`src/rtl/mem_access_ctrl_if.sv`:
```
// rtl/mem_access_ctrl_if.sv - pipeline and bus signal bundle for mem_access_ctrl
interface mem_access_ctrl_if;
  logic        mem_rd_i;
  logic        mem_wr_i;
  logic [2:0]  funct3_i;
  logic [31:0] addr_i;
  logic [31:0] wdata_i;
  logic        stall_o;
  logic        done_o;
  logic [31:0] rdata_o;
  logic        bus_err_o;
  logic        misalign_o;
  logic        bus_req_o;
  logic        bus_we_o;
  logic [31:0] bus_addr_o;
  logic [31:0] bus_wdata_o;
  logic [3:0]  bus_be_o;
  logic        bus_ack_i;
  logic [31:0] bus_rdata_i;

  // Controller side
  modport slave (
    input  mem_rd_i, mem_wr_i, funct3_i, addr_i, wdata_i, bus_ack_i, bus_rdata_i,
    output stall_o, done_o, rdata_o, bus_err_o, misalign_o,
    output bus_req_o, bus_we_o, bus_addr_o, bus_wdata_o, bus_be_o
  );

  // Pipeline plus bus-responder side
  modport master (
    output mem_rd_i, mem_wr_i, funct3_i, addr_i, wdata_i, bus_ack_i, bus_rdata_i,
    input  stall_o, done_o, rdata_o, bus_err_o, misalign_o,
    input  bus_req_o, bus_we_o, bus_addr_o, bus_wdata_o, bus_be_o
  );
endinterface

```
`src/rtl/mem_access_ctrl.sv`:
```
// rtl/mem_access_ctrl.sv - load/store bus access controller with timeout; optional trap via MEM_MISALIGN_TRAP_EN
module mem_access_ctrl #(
  parameter int unsigned TIMEOUT = 255
) (
  input logic            clk_i,
  input logic            rst_i,
  mem_access_ctrl_if.slave m
);

  typedef enum logic [1:0] {IDLE, REQ, DONE} state_t;

  localparam logic [9:0] TO_LAST = 10'(TIMEOUT - 1);

  state_t      state;
  logic [9:0]  cnt;
  logic [2:0]  funct3_q;
  logic [1:0]  addr_lo_q;
  logic        we_q;
  logic        req_q;
  logic [31:0] addr_q;
  logic [31:0] wdata_q;
  logic [3:0]  be_q;
  logic        done_q;
  logic        err_q;
  logic        mis_q;
  logic [31:0] rdata_q;

  logic        new_req;
  logic        misalign_req;
  logic [3:0]  be_next;
  logic [31:0] wdata_next;
  logic [7:0]  byte_lane;
  logic [15:0] half_lane;
  logic [31:0] load_ext;

  assign new_req = m.mem_rd_i | m.mem_wr_i;

`ifdef MEM_MISALIGN_TRAP_EN
  assign misalign_req = ((m.funct3_i[1:0] == 2'b01) && m.addr_i[0]) ||
                        ((m.funct3_i == 3'b010) && (m.addr_i[1:0] != 2'b00));
`else
  assign misalign_req = 1'b0;
`endif

  // Lane placement of store data and byte enables from the incoming request
  always_comb begin
    be_next    = 4'b1111;
    wdata_next = m.wdata_i;
    case (m.funct3_i[1:0])
      2'b00: begin
        be_next    = 4'b0001 << m.addr_i[1:0];
        wdata_next = {4{m.wdata_i[7:0]}};
      end
      2'b01: begin
        be_next    = 4'b0011 << {m.addr_i[1], 1'b0};
        wdata_next = {2{m.wdata_i[15:0]}};
      end
      default: ;
    endcase
  end

  // Load lane extraction and extension using the latched size and low address bits
  always_comb begin
    case (addr_lo_q)
      2'b00:   byte_lane = m.bus_rdata_i[7:0];
      2'b01:   byte_lane = m.bus_rdata_i[15:8];
      2'b10:   byte_lane = m.bus_rdata_i[23:16];
      default: byte_lane = m.bus_rdata_i[31:24];
    endcase
    half_lane = addr_lo_q[1] ? m.bus_rdata_i[31:16] : m.bus_rdata_i[15:0];
    case (funct3_q)
      3'b000:  load_ext = {{24{byte_lane[7]}}, byte_lane};
      3'b001:  load_ext = {{16{half_lane[15]}}, half_lane};
      3'b100:  load_ext = {24'd0, byte_lane};
      3'b101:  load_ext = {16'd0, half_lane};
      default: load_ext = m.bus_rdata_i;
    endcase
  end

  // Access FSM: accept in IDLE, hold the bus in REQ until ack or timeout, pulse in DONE
  always_ff @(posedge clk_i or posedge rst_i) begin
    if (rst_i) begin
      state     <= IDLE;
      cnt       <= '0;
      funct3_q  <= '0;
      addr_lo_q <= '0;
      we_q      <= 1'b0;
      req_q     <= 1'b0;
      addr_q    <= '0;
      wdata_q   <= '0;
      be_q      <= '0;
      done_q    <= 1'b0;
      err_q     <= 1'b0;
      mis_q     <= 1'b0;
      rdata_q   <= '0;
    end else begin
      done_q <= 1'b0;
      err_q  <= 1'b0;
      mis_q  <= 1'b0;
      case (state)
        IDLE: begin
          if (new_req) begin
            funct3_q  <= m.funct3_i;
            addr_lo_q <= m.addr_i[1:0];
            if (misalign_req) begin
              state   <= DONE;
              done_q  <= 1'b1;
              mis_q   <= 1'b1;
              rdata_q <= '0;
            end else begin
              state   <= REQ;
              cnt     <= '0;
              req_q   <= 1'b1;
              we_q    <= m.mem_wr_i;
              addr_q  <= {m.addr_i[31:2], 2'b00};
              wdata_q <= wdata_next;
              be_q    <= be_next;
            end
          end
        end
        REQ: begin
          if (m.bus_ack_i || (cnt == TO_LAST)) begin
            state   <= DONE;
            done_q  <= 1'b1;
            err_q   <= ~m.bus_ack_i;
            rdata_q <= (m.bus_ack_i && !we_q) ? load_ext : 32'd0;
            req_q   <= 1'b0;
            we_q    <= 1'b0;
            addr_q  <= '0;
            wdata_q <= '0;
            be_q    <= '0;
          end else begin
            cnt <= cnt + 10'd1;
          end
        end
        DONE:    state <= IDLE;
        default: state <= IDLE;
      endcase
    end
  end

  assign m.stall_o     = ~rst_i & (((state == IDLE) & new_req) | (state == REQ));
  assign m.done_o      = done_q;
  assign m.rdata_o     = rdata_q;
  assign m.bus_err_o   = err_q;
  assign m.misalign_o  = mis_q;
  assign m.bus_req_o   = req_q;
  assign m.bus_we_o    = we_q;
  assign m.bus_addr_o  = addr_q;
  assign m.bus_wdata_o = wdata_q;
  assign m.bus_be_o    = be_q;

endmodule

```
`src/flat_wrapper.sv`:
```
// flat-port wrapper written by rule: the top's interface ports become plain ports
module mem_access_ctrl_flat 
#(
  parameter int unsigned TIMEOUT = 255
)
  (clk_i, rst_i, m_mem_rd_i, m_mem_wr_i, m_funct3_i, m_addr_i, m_wdata_i, m_bus_ack_i, m_bus_rdata_i, m_stall_o, m_done_o, m_rdata_o, m_bus_err_o, m_misalign_o, m_bus_req_o, m_bus_we_o, m_bus_addr_o, m_bus_wdata_o, m_bus_be_o);
  mem_access_ctrl_if m_i ();
  input logic clk_i;
  input logic rst_i;
  input wire logic [$bits(m_i.mem_rd_i)-1:0] m_mem_rd_i;
  input wire logic [$bits(m_i.mem_wr_i)-1:0] m_mem_wr_i;
  input wire logic [$bits(m_i.funct3_i)-1:0] m_funct3_i;
  input wire logic [$bits(m_i.addr_i)-1:0] m_addr_i;
  input wire logic [$bits(m_i.wdata_i)-1:0] m_wdata_i;
  input wire logic [$bits(m_i.bus_ack_i)-1:0] m_bus_ack_i;
  input wire logic [$bits(m_i.bus_rdata_i)-1:0] m_bus_rdata_i;
  output wire logic [$bits(m_i.stall_o)-1:0] m_stall_o;
  output wire logic [$bits(m_i.done_o)-1:0] m_done_o;
  output wire logic [$bits(m_i.rdata_o)-1:0] m_rdata_o;
  output wire logic [$bits(m_i.bus_err_o)-1:0] m_bus_err_o;
  output wire logic [$bits(m_i.misalign_o)-1:0] m_misalign_o;
  output wire logic [$bits(m_i.bus_req_o)-1:0] m_bus_req_o;
  output wire logic [$bits(m_i.bus_we_o)-1:0] m_bus_we_o;
  output wire logic [$bits(m_i.bus_addr_o)-1:0] m_bus_addr_o;
  output wire logic [$bits(m_i.bus_wdata_o)-1:0] m_bus_wdata_o;
  output wire logic [$bits(m_i.bus_be_o)-1:0] m_bus_be_o;
  assign m_i.mem_rd_i = m_mem_rd_i;
  assign m_i.mem_wr_i = m_mem_wr_i;
  assign m_i.funct3_i = m_funct3_i;
  assign m_i.addr_i = m_addr_i;
  assign m_i.wdata_i = m_wdata_i;
  assign m_i.bus_ack_i = m_bus_ack_i;
  assign m_i.bus_rdata_i = m_bus_rdata_i;
  assign m_stall_o = m_i.stall_o;
  assign m_done_o = m_i.done_o;
  assign m_rdata_o = m_i.rdata_o;
  assign m_bus_err_o = m_i.bus_err_o;
  assign m_misalign_o = m_i.misalign_o;
  assign m_bus_req_o = m_i.bus_req_o;
  assign m_bus_we_o = m_i.bus_we_o;
  assign m_bus_addr_o = m_i.bus_addr_o;
  assign m_bus_wdata_o = m_i.bus_wdata_o;
  assign m_bus_be_o = m_i.bus_be_o;
  mem_access_ctrl #(.TIMEOUT(TIMEOUT)) u_core (.clk_i(clk_i), .rst_i(rst_i), .m(m_i));
endmodule
```
`config.mk`:
```
export PLATFORM = sky130hd
export DESIGN_NAME = mem_access_ctrl_flat
export DESIGN_NICKNAME = d
export VERILOG_FILES = /design/src/rtl/mem_access_ctrl_if.sv /design/src/rtl/mem_access_ctrl.sv /design/src/flat_wrapper.sv
export SDC_FILE = /design/constraint.sdc
export NUM_CORES = 1
export LEC_CHECK = 0
export CORE_UTILIZATION = 55
export DETAILED_ROUTE_END_ITERATION = 7
export DONT_BUFFER_PORTS = 1
export PLACE_DENSITY_LB_ADDON = 0.15
export SETUP_SLACK_MARGIN = 0.05
export SLEW_MARGIN = 25
export SYNTH_ARGS = -nofsm -noshare
export SYNTH_HDL_FRONTEND = slang
export SYNTH_SLANG_ARGS = --single-unit
```
`constraint.sdc`:
```
create_clock -name clk_i -period 8.6 [get_ports clk_i]
set_clock_uncertainty 0.2 [all_clocks]
set_input_delay 1.72 -clock clk_i [delete_from_list [all_inputs] [get_ports clk_i]]
set_output_delay 1.72 -clock clk_i [all_outputs]
set_load 0.01 [all_outputs]
```
Word-level counts from Yosys, hierarchy flattened
Cells that the tools add are included.
{"block": "totals", "register_bits": 121, "inputBits": 104, "output_inout_bits": 106, "wordCells": 74}
{"block": "classes", "add_sub_neg": 1, "n_eq_ne": 11, "shifts": 2, "mux": 29, "bitwise_logic": 6, "reduce_logical": 13}
{"cell": "one-hot mux 32 bit (2 select lines)", "n": 3}
{"cell": "2-to-1 mux 32 bit", "n": 4}
{"cell": "one-hot mux 32 bit (4 select lines)", "n": 1}
{"cell": "one-hot mux 8 bit (3 select lines)", "n": 1}
{"cell": "2-to-1 mux 10 bit", "n": 2}
{"cell": "one-hot mux 10 bit (2 select lines)", "n": 1}
{"cell": "2-to-1 mux 16 bit", "n": 1}
{"cell": "one-hot mux 4 bit (2 select lines)", "n": 2}
{"cell": "adder 10 x 1 -> 10 bit (second input constant)", "n": 1}
{"cell": "== test 10 x 8 -> 1 bit (second input constant)", "n": 1}
{"cell": "2-to-1 mux 4 bit", "n": 2}
{"cell": "2-to-1 mux 1 bit", "n": 7}
{"cell": "== test 2 x 1 -> 1 bit (second input constant)", "n": 3}
{"cell": "== test 3 bit (second input constant)", "n": 2}
{"cell": "zero test 2 bit", "n": 3}
{"cell": "AND reduction 2 bit", "n": 3}
{"cell": "AND reduction 3 bit", "n": 2}
{"cell": "2-to-1 mux 2 bit", "n": 2}
{"cell": "inequality test 2 x 1 -> 1 bit (second input constant)", "n": 2}
{"cell": "one-hot mux 1 bit (2 select lines)", "n": 2}
{"cell": "one-hot mux 2 bit (2 select lines)", "n": 1}
{"cell": "<< shifter 1 x 2 -> 4 bit (first input constant)", "n": 1}
{"cell": "<< shifter 2 x 2 -> 4 bit (first input constant)", "n": 1}
{"cell": "== test 3 x 1 -> 1 bit (second input constant)", "n": 1}
{"cell": "other kinds (10)", "n": 13}

Longest topological paths before layout
{"block": "depth", "ltp_word": 4, "mapped_depth": 9, "mapped_depth_nobuf": 7}

Worst setup path before layout
OpenSTA, ideal clock, no wires.
{"block": "synth_timing", "path_type": "input port to output port", "startpoint": "input m_mem_wr_i", "endpoint": "output m_stall_o", "arrival_time_ns": 2.366, "t_required_ns": 6.680, "slack_ns": 4.314, "stages": 3, "n_path_buf": 0, "path_cell_list": "or3_1 nand2_1 nor2_1"}
{"block": "synth_between", "elab_chain_len": 4}
{"item": "start, declared", "line": "flat_wrapper.sv:11", "text": "input wire logic [$bits(m_i.mem_wr_i)-1:0] m_mem_wr_i;"}
{"item": "bitwise OR 1 bit", "line": "mem_access_ctrl.sv:36", "text": "assign new_req = m.mem_rd_i | m.mem_wr_i;"}
{"item": "AND 1 bit", "line": "mem_access_ctrl.sv:142", "text": "assign m.stall_o = ~rst_i & (((state == IDLE) & new_req) | (state == REQ));"}
{"item": "bitwise OR 1 bit", "line": "mem_access_ctrl.sv:142"}
{"item": "AND 1 bit", "line": "mem_access_ctrl.sv:142"}
{"item": "end, declared", "line": "flat_wrapper.sv:17", "text": "output wire logic [$bits(m_i.stall_o)-1:0] m_stall_o;"}
No other way between the ends.

Final worst setup path
Ends and elaborated chain as after synthesis.

==> metrics.md <==
| Metric | Value |
|---|---|
| Result of the run | `completed` |
| Final weighted congestion in routability-driven placement | `0.868` |
| HP Class | `reg -> reg` |
| Type of destination of the critical path | `primary output` |
| Dominant cells by area after synthesis | `sky130_fd_sc_hd__dfrtp_1 (52%), sky130_fd_sc_hd__nand2_1 (6.7%), sky130_fd_sc_hd__o21ai_0 (5.5%), sky130_fd_sc_hd__o2bb2ai_1 (4.9%), sky130_fd_sc_hd__mux2i_1 (4.7%)` |
| Max FO, Critical Path | `5` |
| Setup slack after placement | `4220 ps` |
| Critical path data required time | `6680 ps` |
| Cell type of the slowest stage on the worst timing path | `sky130_fd_sc_hd__or3_1` |
| Routed length on met2 | `6.64 mm` |
| Hpwl dp | `9.50 mm` |
| Number of global-route vias before repair | `4249` |
| Fin crit share | `50.8%` |
| Worst-case setup margin in the final layout | `4230 ps` |
| Mean instance size in the synthesized netlist | `10.5 um^2` |
| Number of hold buffers added after CTS | `0` |
| Library cell with the highest instance count after synthesis | `sky130_fd_sc_hd__dfrtp_1` |
| DRC marker count from the first detailed-route iteration | `172` |
| Fillers | `807` |
| Clock-pin slew of the registers on the worst-case setup and hold paths | `50 ps` |
| Worst Max-Slew Pin Slew | `1070 ps` |
| Cells traversed along the worst timing path | `or3_1 -> nand2_1 -> nor2_1` |
| DRC viols | `0` |
| Share of final-layout standard cells stronger than drive strength 1 | `15.3%` |
| Starting utilization of the core area | `57.6%` |
| Share of the yosys chip area belonging to registers | `52.2%` |
| Number of antenna diodes | `0` |
| Power density relative to cell area | `363 nW/um^2` |
| Router iterations before antenna repair | `4` |
| Post_cts resized | `0` |
| Minimum clock period after layout | `4370 ps` |
| Setup_tns | `0 ps` |
| Largest net degree at the start of global routing | `89` |
| Core area | `9910 um^2` |
| Uppermost signal routing layer after detailed routing | `met4` |
| Kind of cell with the highest combined delay on the critical path | `simple AND/OR/NAND/NOR gates` |
| Async SR Flop Fraction | `100%` |
| Antenna violations before repair | `0` |
| Portion of synthesized cell area occupied by the leading cell type | `52.2%` |
| Post-CTS setup buffer count | `0` |
| Largest stage delay on the critical path | `390 ps` |
| GR Util All Layers | `27.0%` |
| DIE WIDTH | `104 um` |
| Net count of the finished layout | `629` |
| Final-report hold violation count | `0` |
| Flip-flop cell with the highest count after synthesis | `sky130_fd_sc_hd__dfrtp_1` |
| Number of H-tree branching levels | `4` |
| Antenna Nets Post-Route | `0` |
| Cell type with the largest total area after synthesis | `sky130_fd_sc_hd__dfrtp_1` |
| Critical path data arrival time | `2450 ps` |
| Routed wl met3 | `1.21 mm` |
| Buffers plus inverters on the worst setup path | `0` |
| Unrepaired setup endpoints after global routing | `false` |
| Total overflow reported by the global router | `0` |
| Site row count | `36` |
| Distinct cell type count after synthesis | `50` |
| Clock tree buffer depth | `2` |
| Top cells by instance count after synthesis | `sky130_fd_sc_hd__dfrtp_1 (119), sky130_fd_sc_hd__nand2_1 (102), sky130_fd_sc_hd__o21ai_0 (63)` |
| IO Port Bufs | `0` |
| Vias | `4124` |
| Number of stages on the worst setup path | `3` |
| Average detailed-routed wire length per instance | `20.9 um` |
| Crit path launch type | `input port` |
| Cell depth of the worst min-delay path | `2` |
| Die Footprint | `10800 um^2` |
| Number of maximum-capacitance constraint violations | `0` |
| Total count of max-transition violations in the final report | `0` |
| Worst-Skew Late Latency | `510 ps` |
| Count of cells along the worst register-to-register path | `7` |
| Die height | `104 um` |
| Area Overhead vs Synth | `9.52%` |
| Maximum vdd drop | `172 uV` |
| Slew Limit Headroom | `28.2%` |
| Cells after synthesis | `541` |
| Root buf cell | `sky130_fd_sc_hd__clkbuf_8` |
| Post-detailed-route via-to-cell ratio | `6.16` |
| Final setup viols | `0` |
| TritonCTS Sinks | `119` |
| Total Wirelength | `14.0 mm` |
| CTS buffer count | `17` |
| I/O pin count | `210` |
| Global-route wire length before repair | `22.7 mm` |
| Number of flip-flops and latches in the synthesized netlist | `119` |
| Crit path kind | `in -> out` |
| Warnings, synthesis | `0` |
| Final core occ | `63.0%` |
| Detailed-route wire length on metal 1 | `5.80 mm` |
| Number of flops mapped to enable cells by yosys | `0` |
| Post-synthesis instance area | `5700 um^2` |
| CTS tree | `done` |
| Pleak | `0.00278 uW` |
| Max frequency | `229 MHz` |
## path summary, 6_finish.rpt
path                                startpoint                       end  slack (ps)
min in group asynchronous                rst_i             u_core.cnt[0]         880
setup / recovery                    m_mem_wr_i                 m_stall_o        4230
max in group asynchronous                rst_i  u_core.m.bus_wdata_o[13]        6220
hold / removal             u_core.addr_lo_q[0]       u_core.addr_lo_q[0]         340
setup reg to reg                 u_core.cnt[0]    u_core.m.bus_addr_o[4]        5900
hold reg to reg            u_core.addr_lo_q[0]       u_core.addr_lo_q[0]         340
## power breakdown
group	internal (uW)	switching, uW	total [uW]
logic	234	289	523
registers	782	301	1080
clock network	400	262	662
total	1420	851	2270
## registers in the layout, indices dropped and copies added, names as in the netlist, 2 cells and up
signal and cells:
u_core.state 2, u_core.m.rdata_o 32, u_core.funct3_q 3, u_core.m.bus_addr_o 30, u_core.m.bus_be_o 4, u_core.addr_lo_q 2, u_core.m.bus_wdata_o 32, u_core.cnt 10
## layer usage
layer / vias up / GRT usage (%)
met5: - / 0
met4: 0 / 11.0
met3: 22 / 10.3
met2: 179 / 42.2
met1: 2035 / 33.6
li1: 1888 / -
## cell type report
type | instances | area, um^2 | share of cell area, %
clock buffer | 19 | 442 | 7.07
tap | 133 | 166 | 2.66
clock inverter | 13 | 124 | 1.98
inverter | 13 | 51.3 | 0.821
multi-input combinational | 370 | 2470 | 39.5
timing repair buffer | 2 | 18.8 | 0.300
sequential | 119 | 2980 | 47.7
## per-stage QoR
stage / instances / hold WS, ps / area (um^2) / power, uW
2_1_floorplan: 543 / 263 / 5710 / 1470
3_3_place_gp: 637 / 327 / 5670 / 1580
3_5_place_dp: 637 / 334 / 5670 / 1610
4_1_cts: 669 / 349 / 6240 / 2280
5_1_grt: 669 / 367 / 6250 / 2390
6_report: 669 / 345 / 6250 / 2270
## cell families after synthesis
logic type	count (synthesis)	share of synthesized area, %
flip-flops	119	52.2
other	1	0.0658
AND/OR/NAND/NOR	167	13.9
AO/OA/AOI/OAI	152	19.7
buffers and inverters	54	5.00
multiplexers	46	8.75
adder cells (fa/ha/maj)	2	0.439
## worst register-to-register path, cell delays in order, from the launching register on
cell                      delay [ps]
sky130_fd_sc_hd__dfrtp_1         390
sky130_fd_sc_hd__inv_1           110
sky130_fd_sc_hd__ha_1            170
sky130_fd_sc_hd__nor3b_2         260
sky130_fd_sc_hd__a31o_2          380
sky130_fd_sc_hd__nand2_4         290
sky130_fd_sc_hd__inv_2           510
sky130_fd_sc_hd__o21ai_0         230
## cell usage in the layout (no fill, tap or decap), types with 2 or more instances in the layout
cell type and count:
sky130_fd_sc_hd__clkbuf_8 3, sky130_fd_sc_hd__nand2b_1 8, sky130_fd_sc_hd__and3_1 3, sky130_fd_sc_hd__a22o_1 2, sky130_fd_sc_hd__o31ai_1 2, sky130_fd_sc_hd__a31oi_1 2, sky130_fd_sc_hd__dfrtp_1 119, sky130_fd_sc_hd__ha_1 2
sky130_fd_sc_hd__a2111oi_4 2, sky130_fd_sc_hd__a21oi_1 6, sky130_fd_sc_hd__nand3_1 7, sky130_fd_sc_hd__a221o_2 16, sky130_fd_sc_hd__clkbuf_16 16, sky130_fd_sc_hd__mux2i_1 27, sky130_fd_sc_hd__nand2_1 102, sky130_fd_sc_hd__and4_1 2
sky130_fd_sc_hd__nand4_1 2, sky130_fd_sc_hd__or3_1 3, sky130_fd_sc_hd__a21o_1 10, sky130_fd_sc_hd__mux2_2 18, sky130_fd_sc_hd__a211oi_1 3, sky130_fd_sc_hd__nor2b_1 13, sky130_fd_sc_hd__inv_1 11, sky130_fd_sc_hd__nor2_1 8
sky130_fd_sc_hd__nor3_1 11, sky130_fd_sc_hd__clkinv_4 3, sky130_fd_sc_hd__conb_1 3, sky130_fd_sc_hd__clkinvlp_4 6, sky130_fd_sc_hd__o21ai_0 63, sky130_fd_sc_hd__a21boi_0 6, sky130_fd_sc_hd__o2bb2ai_1 32, sky130_fd_sc_hd__inv_6 2
(Power assumes the default switching activity.)
